--- config.mk ---
export PLATFORM = sky130hd
export DESIGN_NAME = red_pitaya_filter_cfg_writer
export DESIGN_NICKNAME = d
export VERILOG_FILES = /design/src/rtl/red_pitaya_filter_cfg_writer.sv
export SDC_FILE = /design/constraint.sdc
export NUM_CORES = 1
export LEC_CHECK = 0
export ABC_CLOCK_PERIOD_IN_PS = 12490
export BUFFER_PORTS_ARGS = -buffer_cell sky130_fd_sc_hd__buf_2
export CAP_MARGIN = 0
export CORE_ASPECT_RATIO = 0.9
export CORE_MARGIN = 2
export CORE_UTILIZATION = 35
export DETAILED_ROUTE_END_ITERATION = 10
export PLACE_DENSITY_LB_ADDON = 0.12
export SLEW_MARGIN = 20
export SYNTH_ARGS = -nofsm -noshare
export SYNTH_HDL_FRONTEND = slang
export SYNTH_SLANG_ARGS = --single-unit
--- constraint.sdc ---
create_clock -name clk_i -period 12.49 [get_ports clk_i]
set_clock_uncertainty 0.1 [all_clocks]
set_input_delay 1.249 -clock clk_i [delete_from_list [all_inputs] [get_ports clk_i]]
set_output_delay 1.249 -clock clk_i [all_outputs]
set_load 0.01 [all_outputs]
--- src/rtl/red_pitaya_filter_cfg_writer.sv ---
// Filter config writer: shadow/commit registers and a ramped set_filter
// sequencer that walks each stage's shift field one step per dwell.
module red_pitaya_filter_cfg_writer #(
  parameter int STAGES    = 4,
  parameter int SHIFTBITS = 4,
  parameter int DWELL     = 1024
) (
  input  logic        clk_i,
  input  logic        rstn_i,
  input  logic [3:0]  sys_addr,
  input  logic [31:0] sys_wdata,
  input  logic        sys_wen,
  input  logic        sys_ren,
  output logic [31:0] sys_rdata,
  output logic        sys_ack,
  output logic [31:0] set_filter,
  output logic        busy_o
);

  localparam logic [1:0] IDLE = 2'd0;
  localparam logic [1:0] STEP = 2'd1;
  localparam logic [1:0] WAIT = 2'd2;

  localparam int CW = $clog2(DWELL + 1);
  localparam logic [7:0] NS_MASK = 8'(8'hFF << SHIFTBITS);

  logic [31:0]   shadow;
  logic [31:0]   target;
  logic [1:0]    state;
  logic [1:0]    idx;
  logic [CW-1:0] cnt;

  logic sel_shd, sel_act, sel_ctl, sel_sts;
  logic do_imm, do_commit;
  logic [7:0] a_byte, t_byte;
  logic [31:0] rd_mux;

  logic unused_addr;
  assign unused_addr = ^sys_addr[1:0];

  assign sel_shd = (sys_addr[3:2] == 2'd0);
  assign sel_act = (sys_addr[3:2] == 2'd1);
  assign sel_ctl = (sys_addr[3:2] == 2'd2);
  assign sel_sts = (sys_addr[3:2] == 2'd3);

  assign do_imm    = sys_wen & sel_ctl & sys_wdata[1];
  assign do_commit = sys_wen & sel_ctl & sys_wdata[0]
                   & ~sys_wdata[1];

  assign busy_o = (state != IDLE);
  assign a_byte = set_filter[{idx, 3'b000} +: 8];
  assign t_byte = target[{idx, 3'b000} +: 8];

  always_comb begin
    rd_mux = '0;
    unique case (1'b1)
      sel_shd: rd_mux = shadow;
      sel_act: rd_mux = set_filter;
      sel_ctl: rd_mux = '0;
      sel_sts: rd_mux = {31'd0, busy_o};
      default: rd_mux = '0;
    endcase
  end

  always_ff @(posedge clk_i or negedge rstn_i) begin
    if (!rstn_i) begin
      sys_ack   <= 1'b0;
      sys_rdata <= '0;
      shadow    <= '0;
    end else begin
      sys_ack   <= sys_wen | sys_ren;
      sys_rdata <= sys_ren ? rd_mux : 32'd0;
      if (sys_wen && sel_shd)
        shadow <= sys_wdata;
    end
  end

  // Bus commands pre-empt whatever the sequencer would do this cycle
  always_ff @(posedge clk_i or negedge rstn_i) begin
    if (!rstn_i) begin
      target     <= '0;
      set_filter <= '0;
      state      <= IDLE;
      idx        <= '0;
      cnt        <= '0;
    end else if (do_imm) begin
      set_filter <= shadow;
      state      <= IDLE;
      idx        <= '0;
      cnt        <= '0;
    end else if (do_commit) begin
      target <= shadow;
      for (int b = 0; b < 4; b++)
        if (b >= STAGES)
          set_filter[b*8 +: 8] <= shadow[b*8 +: 8];
      state <= STEP;
      idx   <= '0;
      cnt   <= '0;
    end else begin
      unique case (state)
        STEP: begin
          if (((a_byte ^ t_byte) & NS_MASK) != 8'd0) begin
            set_filter[{idx, 3'b000} +: 8] <=
              (t_byte & NS_MASK) | (a_byte & ~NS_MASK);
            state <= WAIT;
            cnt   <= CW'(DWELL);
          end else if (a_byte != t_byte) begin
            // non-shift bits match, so whole-byte +-1 stays in field
            set_filter[{idx, 3'b000} +: 8] <=
              (a_byte < t_byte) ? a_byte + 8'd1 : a_byte - 8'd1;
            state <= WAIT;
            cnt   <= CW'(DWELL);
          end else if (idx == 2'(STAGES - 1)) begin
            state <= IDLE;
            idx   <= '0;
          end else begin
            idx <= idx + 2'd1;
          end
        end
        WAIT: begin
          cnt <= cnt - CW'(1);
          if (cnt == CW'(1))
            state <= STEP;
        end
        default: state <= IDLE;
      endcase
    end
  end

endmodule

==> impl_metrics.py, run 1 <==
metrics = {
    "pwr": {
        "p_total_mw": 1.97,
        "switchingPower_mw": 0.735,
        "power_frac_comb_pct": 38.8,
        "leakagePower_nw": 4.03,
        "swShare_pct": 37.2,
        "irDropWorstVdd_v": 0.000116,
        "internal_power_mw": 1.24,
        "p_clk_share_pct": 27.5,
        "cellPowerDensity_nw_per_um2": 233,
        "p_seq_share_pct": 33.6,
    },
    "logic_synthesis": {
        "syn_inst": 582,
        "avgSynthCellArea_sq_um": 12.1,
        "seq_area_frac_synth_pct": 51.3,
        "synth_nets": 646,
        "synthArstFlopShare_pct": 100,
        "yosys_warnings": 0,
        "ys_seq_elements": 144,
        "synth_area_sq_um": 7020,
        "synth_edf_count": 0,
        "synth.distinct_cells": 48,
        "ys.flop_type": "dfrtp_1",
    },
    "setup_path": {
        "cp_max_fo": 16,
        "critPathArrivalTime_ns": 5.11,
        "path_class": "reg2reg",
        "cp-start-kind": "flip-flop",
        "worst_setup_path_end_kind": "flip-flop",
        "cp.required_ns": 12.70,
    },
    "timing": {
        "slew_violations": 0,
        "finalHoldViolCount": 0,
        "hold_ws_ns": 0.407,
        "setup_ws_ns": 7.59,
        "finalSetupTns_ns": 0,
        "worstMarginPinSlew_ns": 1.15,
        "timing.final.crit_share_pct": 39.3,
        "clock.fmax_ghz": 0.204,
        "rsz0062_at_grt": "no",
        "setup_violations": 0,
        "finalCriticalPeriod_ns": 4.90,
        "maxSlewHeadroom_pct": 23.6,
    },
    "clock_network": {
        "numCtsBuffers": 17,
        "clock_latency_ns": 0.42,
        "ctsResizeCount": 0,
        "post_cts_buffers": 0,
        "postCtsHoldBufs": 0,
        "clock-root-buffer": "clkbuf_16",
        "clkSlewWorstSetupHoldPaths_ns": 0.06,
        "cts_tree": "done",
        "htree_num_levels": 4,
        "clkSinkCount": 144,
        "clockBufferDepth": 2,
    },
    "global_route": {
        "grt_pass1_wl_microns": 30500,
        "antenna_found_initial": 0,
        "grt_start_max_net_pins": 78,
        "grt_overflow": 0,
        "track_usage_pct": 18.5,
        "grt_pass1_vias": 5343,
    },
    "die": {
        "rows": 49,
        "ioPinCount": 106,
        "die_y_microns": 138,
        "dieArea_sq_um": 21200,
        "initial_core_util_pct": 35.5,
        "fp.dieW_microns": 153,
        "coreArea_sq_um": 19800,
    },
    "place": {
        "dp.cells": 921,
        "gp_congestion": 0.806,
        "hpwlAfterDp_microns": 12800,
        "post-place-ws_ns": 7.62,
        "place_area_sq_um": 7830,
        "io_buffers": 103,
    },
    "layout": {
        "multiInputGateArea_sq_um": 3230,
        "layout-drive-gt1-share_pct": 33.5,
        "finalNonFillerCells": 953,
        "fin_util_pct": 42.8,
        "seq_area_sq_um": 3600,
        "fillCellCount": 1928,
        "n_antenna_cell": 0,
        "final_nets": 750,
        "fin_area_sq_um": 8480,
        "area_growth_pct": 20.8,
    },
    "run_status": {
        "status": "complete, no violations",
    },
    "drt": {
        "drcViolationCount": 0,
        "postRouteAntennaNets": 0,
        "wl_per_cell_microns": 19.9,
        "drtIter0Drc": 280,
        "via_count": 5073,
        "totalWireLength_microns": 19000,
        "firstDrtPassIters": 5,
        "routed_via_density": 5.32,
    },
    "flow_run": {
        "drv_cap": 0,
    },
    "min_path": {
        "hold_class": "reg2reg",
    },
}
worst max-delay path: stages (launching register included):
cell and delay (ns):
dfrtp_1 0.82, buf_4 0.38, mux4_2 0.60, ha_1 0.35, a21oi_1 0.19, o21ai_0 0.17, a21o_1 0.32, ha_1 0.41
a21oi_1 0.09, o21ai_0 0.26, a21oi_1 0.07, o31a_1 0.32, xnor3_1 0.43, o31ai_1 0.28
metal layers:
| metal | track usage, % | up-vias | wire [microns] |
|---|---|---|---|
| met5 | 0 | - | 0 |
| met4 | 3.62 | 0 | 161 |
| li1 | - | 2346 | - |
| met1 | 25.1 | 2586 | 8750 |
| met3 | 5.42 | 12 | 978 |
| met2 | 30.0 | 129 | 9100 |
synth_stat cells (2+ instances only):
library cell | n | area [sq um]
and2_1 | 4 | 25.0
o21a_1 | 2 | 15.0
nand4_1 | 4 | 25.0
o41ai_1 | 2 | 17.5
nand3b_1 | 2 | 15.0
nand2_1 | 17 | 63.8
o31ai_1 | 6 | 45.0
nor3_1 | 8 | 40.0
nor2_1 | 51 | 191
a22oi_1 | 37 | 278
nor3b_1 | 6 | 45.0
buf_2 | 7 | 35.0
nor2b_1 | 3 | 18.8
and4_1 | 2 | 17.5
nand3_1 | 4 | 20.0
mux2_2 | 64 | 721
nand4_2 | 2 | 25.0
dfrtp_1 | 144 | 3600
inv_1 | 23 | 86.3
mux4_2 | 15 | 338
ha_1 | 23 | 288
o31a_1 | 5 | 43.8
buf_1 | 3 | 11.3
or3_1 | 2 | 12.5
or2_2 | 2 | 12.5
a21oi_1 | 21 | 105
a31oi_1 | 2 | 12.5
xnor2_1 | 4 | 35.0
o22ai_1 | 2 | 12.5
mux2i_1 | 39 | 390
o21ai_0 | 41 | 205
clkbuf_1 | 17 | 63.8
a21o_1 | 3 | 22.5
cells by family after synthesis:
family / count (synthesis) / share of synthesized area [%]
adder cells (fa/ha/maj): 24 / 4.38
buffers and inverters: 51 / 2.90
AND/OR/NAND/NOR: 114 / 8.32
flip-flops: 144 / 51.3
AO/OA/AOI/OAI: 126 / 11.6
multiplexers: 118 / 20.6
XOR/XNOR: 5 / 0.819
worst paths after layout:
| check | startpoint | end | slack [ns] | cells after the start |
|---|---|---|---|---|
| setup / recovery | idx[0] | set_filter[7] | 7.59 | 13 |
| hold / removal | target[23] | target[23] | 0.41 | 1 |
| setup reg to reg | idx[0] | set_filter[7] | 7.59 | 13 |
| hold reg to reg | target[23] | target[23] | 0.41 | 1 |
| max in group asynchronous | rstn_i | set_filter[6] | 10.40 | 3 |
| min in group asynchronous | rstn_i | cnt[7] | 0.72 | 1 |
power groups by stage:
stage / registers (mW) / clock network [mW] / logic (mW)
global route: 0.679 / 0.574 / 0.852
floorplan: 0.650 / 0 / 0.541
CTS: 0.664 / 0.555 / 0.769
global placement: 0.670 / 0 / 0.746
finish: 0.663 / 0.544 / 0.767
detailed placement: 0.672 / 0 / 0.762
final cells by class:
class | instances | share of cell area (%)
Tap cell | 255 | 3.76
Inverter | 23 | 1.02
Sequential cell | 144 | 42.5
Multi-Input combinational cell | 387 | 38.1
Clock buffer | 19 | 5.22
Clock inverter | 12 | 2.17
Timing Repair Buffer | 113 | 7.27
sequential cells by signal (all words and copies together) (netlist names):
register	cells
set_filter	32
shadow	32
idx	2
sys_rdata	32
sys_ack	1
cnt	11
state	2
target	32
cell usage in the layout (no fill, tap or decap), types with 5 or more instances in the layout:
| cell | count |
|---|---|
| a21oi_1 | 20 |
| a22oi_1 | 37 |
| buf_2 | 102 |
| buf_4 | 9 |
| clkbuf_16 | 17 |
| dfrtp_1 | 144 |
| ha_1 | 23 |
| inv_1 | 23 |
| mux2_2 | 64 |
| mux2i_1 | 39 |
| mux4_2 | 15 |
| nand2_1 | 17 |
| nor2_1 | 50 |
| nor3_1 | 8 |
| nor3b_1 | 5 |
| o21ai_0 | 41 |
| o31a_1 | 5 |
| o31ai_1 | 6 |
(Power assumes the default switching activity.)
==> run 2, diff against run 1 <==
--- a/config.mk
+++ b/config.mk
@@ -5,7 +5,8 @@
 export SDC_FILE = /design/constraint.sdc
 export NUM_CORES = 1
 export LEC_CHECK = 0
-export ABC_CLOCK_PERIOD_IN_PS = 12490
+export ABC_AREA = 1
+export ABC_CLOCK_PERIOD_IN_PS = 4600
 export BUFFER_PORTS_ARGS = -buffer_cell sky130_fd_sc_hd__buf_2
 export CAP_MARGIN = 0
 export CORE_ASPECT_RATIO = 0.9
==> constraint.sdc (replaced) <==
create_clock -name clk_i -period 4.6 [get_ports clk_i]
set_clock_uncertainty 0.1 [all_clocks]
set_input_delay 0.46 -clock clk_i [delete_from_list [all_inputs] [get_ports clk_i]]
set_output_delay 0.46 -clock clk_i [all_outputs]
set_load 0.01 [all_outputs]
==> impl_metrics.py, run 2 <==
metrics = {
    "timing": {
        "worstMarginPinSlew_ns": 0.892,
        "setup_ws_ns": 0.719,
        "finalSetupTns_ns": 0,
        "rsz0062_at_grt": "no",
        "clock.fmax_ghz": 0.258,
        "setup_violations": 0,
        "finalHoldViolCount": 0,
        "finalCriticalPeriod_ns": 3.88,
        "timing.final.crit_share_pct": 84.4,
        "maxSlewHeadroom_pct": 40.5,
        "slew_violations": 0,
    },
    "logic_synthesis": {
        "synth_area_sq_um": 7460,
        "synth_edf_count": 0,
        "yosys.area.top_type": "dfrtp_1",
        "synth_commonest_cells": "nand2_1, dfrtp_1, inv_1",
        "avgSynthCellArea_sq_um": 7.95,
        "synth.distinct_cells": 40,
        "synth_top_area_share_pct": 48.3,
        "synth_area_leaders": "dfrtp_1, nand2_1, nand3_1",
        "yosys_warnings": 0,
        "syn_inst": 938,
        "synth_most_common_cell": "nand2_1",
        "seq_area_frac_synth_pct": 48.3,
        "synth_nets": 1002,
        "ys_seq_elements": 144,
        "ys.flop_type": "dfrtp_1",
        "synthArstFlopShare_pct": 100,
    },
    "pwr": {
        "irDropWorstVdd_v": 0.000283,
        "cellPowerDensity_nw_per_um2": 635,
        "leakagePower_nw": 4.59,
    },
    "drt": {
        "totalWireLength_microns": 24500,
        "drtIter0Drc": 463,
        "firstDrtPassIters": 5,
        "via_count": 6841,
        "postRouteAntennaNets": 0,
        "drcViolationCount": 0,
        "routed_via_density": 5.07,
        "wl_per_cell_microns": 18.2,
    },
    "layout": {
        "fin_area_sq_um": 9040,
        "n_antenna_cell": 0,
        "final_cell_mix": "nand2_1, dfrtp_1, buf_2",
        "area_growth_pct": 21.3,
        "layout-drive-gt1-share_pct": 17.8,
        "final_nets": 1113,
        "mostFrequentLayoutCell": "nand2_1",
    },
    "setup_path": {
        "critPathArrivalTime_ns": 4.08,
        "path_class": "reg2reg",
        "reg2reg_to": "set_filter[12]",
        "r2r_cells": 20,
        "worst_setup_path_end_kind": "flip-flop",
        "slowest_delay_ns": 0.44,
        "cp-start-kind": "flip-flop",
        "slowest_stage": "fa_1",
        "timing.rr.start": "idx[0]",
        "path_cells": "buf_4 -> nand2_1 -> nand2_1 -> o21ai_0 -> inv_1 -> ha_1 -> nand2_1 -> nor2_1 -> nand2_1 -> nand2_1 -> inv_1 -> fa_1 -> inv_1 -> nand3_1 -> nand3_1 -> nand2_1 -> a21oi_1 -> nor2_1 -> nand3_1 -> o21bai_1",
        "cp_max_fo": 17,
        "cp.required_ns": 4.80,
        "cp_common_cell": "nand2_1",
        "r2r_slack_ns": 0.72,
    },
    "clock_network": {
        "cts_tree": "done",
        "clockBufferDepth": 2,
        "ctsResizeCount": 0,
        "clkSinkCount": 144,
        "numCtsBuffers": 17,
        "clock_latency_ns": 0.43,
        "htree_num_levels": 4,
        "clkSlewWorstSetupHoldPaths_ns": 0.06,
        "clock-root-buffer": "clkbuf_16",
    },
    "global_route": {
        "track_usage_pct": 22.7,
        "grt_overflow": 0,
        "grt_pass1_vias": 6640,
        "grt_pass1_wl_microns": 38200,
        "antenna_found_initial": 0,
        "grt_start_max_net_pins": 136,
    },
    "place": {
        "post-place-ws_ns": 0.810,
        "io_buffers": 103,
        "gp_congestion": 0.932,
        "place_area_sq_um": 8420,
        "hpwlAfterDp_microns": 17300,
    },
    "die": {
        "rows": 50,
        "dieArea_sq_um": 22500,
        "die_y_microns": 142,
        "initial_core_util_pct": 35.8,
        "fp.dieW_microns": 158,
        "coreArea_sq_um": 20800,
        "ioPinCount": 106,
    },
    "run_status": {
        "status": "complete, no violations",
    },
    "min_path": {
        "worstHoldStart": "sys_ren",
        "whs_path_depth": 2,
        "hold_class": "in2reg",
        "hold_end": "sys_ack",
    },
    "flow_run": {
        "drv_cap": 0,
    },
}
run 2: area by class of cell:
type                    count  area (sq um)
fillers                  2147         11800
multi-input cells         645          3270
repair buffers            137           805
clock buffers              20           457
inverters                 104           393
well taps                 286           358
clock inverters            12           156
flip-flops and latches    144          3600
run 2: per-stage QoR:
step / power [mW] / hold WS (ns) / cells / utilization [%]
6_report: 5.75 / 0.149 / 1348 / 43.4
5_1_grt: 6.18 / 0.168 / 1348 / 43.4
4_1_cts: 5.77 / 0.137 / 1348 / 43.4
3_5_place_dp: 4.30 / 0.174 / 1315 / 40.4
3_3_place_gp: 4.28 / 0.173 / 1315 / 40.4
2_1_floorplan: 3.37 / 0.0644 / 938 / -
run 2: where the power goes:
group          internal [mW]  switching, mW
combinational          0.945           1.55
sequential              1.55          0.259
clock                  0.885          0.562
total                   3.38           2.37
run 2: metal layers:
| metal | GRT usage [%] | wire length, microns |
|---|---|---|
| met1 | 33.0 | 11800 |
| met2 | 34.5 | 10900 |
| met3 | 4.20 | 1340 |
| met4 | 6.36 | 378 |
| met5 | 0 | 0 |
run 2: how the worst max path moves through the flow:
| stage | slack, ns | cells past startpoint | to | from |
|---|---|---|---|---|
| CTS | 0.80 | 19 | set_filter[11] | idx[0] |
| detailed placement | 0.81 | 19 | set_filter[11] | idx[0] |
| finish | 0.72 | 20 | set_filter[12] | idx[0] |
| global placement | 0.86 | 19 | set_filter[7] | idx[0] |
| global route | 0.44 | 19 | set_filter[31] | idx[0] |
| floorplan | 1.10 | 20 | set_filter[14] | idx[0] |
run 2: kinds of logic (layout without fill, tap and decap cells):
| kind of cell | Yosys count | count (layout) | synth area share (%) |
|---|---|---|---|
| AND/OR/NAND/NOR | 414 | 414 | 23.8 |
| XOR/XNOR | 6 | 6 | 0.705 |
| adder cells (fa/ha/maj) | 24 | 24 | 4.13 |
| buffers and inverters | 149 | 273 | 7.87 |
| AO/OA/AOI/OAI | 201 | 201 | 15.2 |
| flip-flops | 144 | 144 | 48.3 |
run 2: repair_timing:
| action | CTS | global route |
|---|---|---|
| hold buffers | 1 | 0 |
| hold endpoints to repair | 9 | 0 |
| buffers inserted | 0 | 0 |
run 2: critical path: cells and delay by family (launching register included):
family | cells | cell delay (ns)
and+or+nand+nor | 11 | 1.20
adders and majority gates | 2 | 0.76
AOI/OAI and AO/OA | 3 | 0.74
buffers and inverters | 4 | 0.55
DFF | 1 | 0.40
==> run 3, diff against run 2 <==
--- a/config.mk
+++ b/config.mk
@@ -6,7 +6,7 @@
 export NUM_CORES = 1
 export LEC_CHECK = 0
 export ABC_AREA = 1
-export ABC_CLOCK_PERIOD_IN_PS = 4600
+export ABC_CLOCK_PERIOD_IN_PS = 3900
 export BUFFER_PORTS_ARGS = -buffer_cell sky130_fd_sc_hd__buf_2
 export CAP_MARGIN = 0
 export CORE_ASPECT_RATIO = 0.9
==> constraint.sdc (replaced) <==
create_clock -name clk_i -period 3.9 [get_ports clk_i]
set_clock_uncertainty 0.1 [all_clocks]
set_input_delay 0.39 -clock clk_i [delete_from_list [all_inputs] [get_ports clk_i]]
set_output_delay 0.39 -clock clk_i [all_outputs]
set_load 0.01 [all_outputs]
==> impl_metrics.py, run 3 (synthesis results as in run 2) <==
metrics = {
    "run_status": {
        "status": "complete, no violations",
    },
    "timing": {
        "finalSetupTns_ns": 0,
        "finalCriticalPeriod_ns": 3.72,
        "worstMarginPinSlew_ns": 0.617,
        "setup_violations": 0,
        "slew_violations": 0,
        "finalHoldViolCount": 0,
        "timing.final.crit_share_pct": 95.3,
        "clock.fmax_ghz": 0.269,
        "maxSlewHeadroom_pct": 58.8,
    },
    "die": {
        "fp.dieW_microns": 158,
        "initial_core_util_pct": 35.8,
        "rows": 50,
        "ioPinCount": 106,
        "die_y_microns": 142,
        "coreArea_sq_um": 20800,
        "dieArea_sq_um": 22500,
    },
    "clock_network": {
        "clkSinkCount": 144,
        "clock_latency_ns": 0.42,
        "clkSlewWorstSetupHoldPaths_ns": 0.06,
        "clock-root-buffer": "clkbuf_16",
        "numCtsBuffers": 17,
        "cts_tree": "done",
        "clockBufferDepth": 2,
        "htree_num_levels": 4,
    },
    "setup_path": {
        "cp-start-kind": "flip-flop",
        "startpoint": "idx[1]",
        "path_depth": 20,
        "worst_setup_path_end_kind": "flip-flop",
        "reg2reg_to": "set_filter[27]",
        "path_cells": "clkinvlp_4 -> buf_4 -> buf_4 -> a32o_1 -> ha_1 -> a21oi_1 -> nand2_1 -> nand2_1 -> nand2_1 -> buf_4 -> ha_4 -> nand2_1 -> nand3b_1 -> nand2_2 -> nand2_1 -> nand3_2 -> nand2_1 -> nor2_2 -> nand3_1 -> nand3_1",
        "r2r_cells": 20,
        "cp_common_cell": "nand2_1",
        "r2r_slack_ns": 0.18,
        "critPathArrivalTime_ns": 3.97,
        "cp_max_fo": 8,
        "endpoint": "set_filter[27]",
        "timing.rr.start": "idx[1]",
        "path_class": "reg2reg",
        "crit_buf_inv": 4,
        "cp.required_ns": 4.15,
        "crit_family": "simple AND/OR/NAND/NOR gates",
        "slowest_stage": "dfrtp_1",
        "slowest_delay_ns": 0.39,
    },
    "pwr": {
        "cellPowerDensity_nw_per_um2": 770,
        "p_seq_share_pct": 30.1,
        "leakagePower_nw": 4.63,
        "internal_power_mw": 4.18,
        "swShare_pct": 41.1,
        "p_clk_share_pct": 24.0,
        "switchingPower_mw": 2.92,
        "irDropWorstVdd_v": 0.000441,
        "power_frac_comb_pct": 45.9,
    },
    "global_route": {
        "antenna_found_initial": 0,
        "grt_pass1_wl_microns": 39300,
        "grt_pass1_vias": 6746,
        "grt_start_max_net_pins": 62,
        "track_usage_pct": 23.3,
        "grt_overflow": 0,
    },
    "place": {
        "io_buffers": 103,
        "place_area_sq_um": 8490,
        "gp_congestion": 0.969,
        "hpwlAfterDp_microns": 18200,
    },
    "layout": {
        "fillCellCount": 2120,
        "final_nets": 1123,
        "fin_util_pct": 44.3,
        "fin_area_sq_um": 9220,
        "n_antenna_cell": 0,
        "layout-drive-gt1-share_pct": 20.0,
        "mostFrequentLayoutCell": "nand2_1",
        "area_growth_pct": 23.6,
        "final_cell_mix": "nand2_1, dfrtp_1, buf_2",
    },
    "min_path": {
        "hold_class": "in2reg",
    },
    "drt": {
        "routed_via_density": 5.09,
        "totalWireLength_microns": 25000,
        "via_count": 6903,
        "route.met2.wl_microns": 11200,
        "postRouteAntennaNets": 0,
        "drcViolationCount": 0,
        "wl_met1_microns": 12000,
        "wl_met3_microns": 1270,
        "wl_per_cell_microns": 18.5,
        "drtIter0Drc": 533,
        "firstDrtPassIters": 5,
        "highest_layer": "met4",
    },
    "flow_run": {
        "drv_cap": 0,
    },
}
run 3: worst min path at each step:
stage             from             to  depth (start not counted)
2_1_floorplan   rstn_i         cnt[0]                          0
3_3_place_gp    rstn_i  sys_rdata[12]                          1
3_5_place_dp    rstn_i     shadow[20]                          1
4_1_cts        sys_ren        sys_ack                          2
5_1_grt        sys_ren        sys_ack                          2
6_report       sys_ren        sys_ack                          2
run 3: layout make-up:
class                      instances  area [sq um]  area share, %
timing repair buffer             147           892           9.68
sequential                       144          3600           39.1
tap                              286           358           3.88
multi-input combinational        645          3360           36.5
clock buffer                      19           443           4.80
inverter                         104           397           4.30
clock inverter                    12           161           1.75
run 3: repair_timing:
item | in CTS | in global routing
resized for setup | 0 | 18
hold endpoints to repair | 59 | 0
endpoints found under the setup margin | 0 | 20
hold buffers | 1 | 0
setup buffers | 0 | 2
run 3: through the flow:
step           hold WS [ns]  instances  power [mW]  setup slack [ns]
4_1_cts              0.0883       1355        6.91             0.140
3_3_place_gp          0.323       1323        5.18             0.189
5_1_grt              0.0833       1357        7.68           -0.0168
6_report             0.0972       1357        7.10             0.183
2_1_floorplan      -0.00559        938        3.98             0.397
3_5_place_dp          0.324       1323        5.18             0.167
run 3: layer usage:
metal  track usage [%]  up-vias
met4              6.84        0
li1                  -     3338
met3              4.84       37
met5                 0        -
met2              35.2      195
met1              33.8     3333
run 3: power by group through the flow:
stage	Sequential, mW	Clock, mW	Combinational, mW
6_report	2.14	1.70	3.26
5_1_grt	2.18	1.80	3.70
4_1_cts	2.13	1.73	3.05
3_5_place_dp	2.16	0	3.02
3_3_place_gp	2.16	0	3.02
2_1_floorplan	2.12	0	1.86
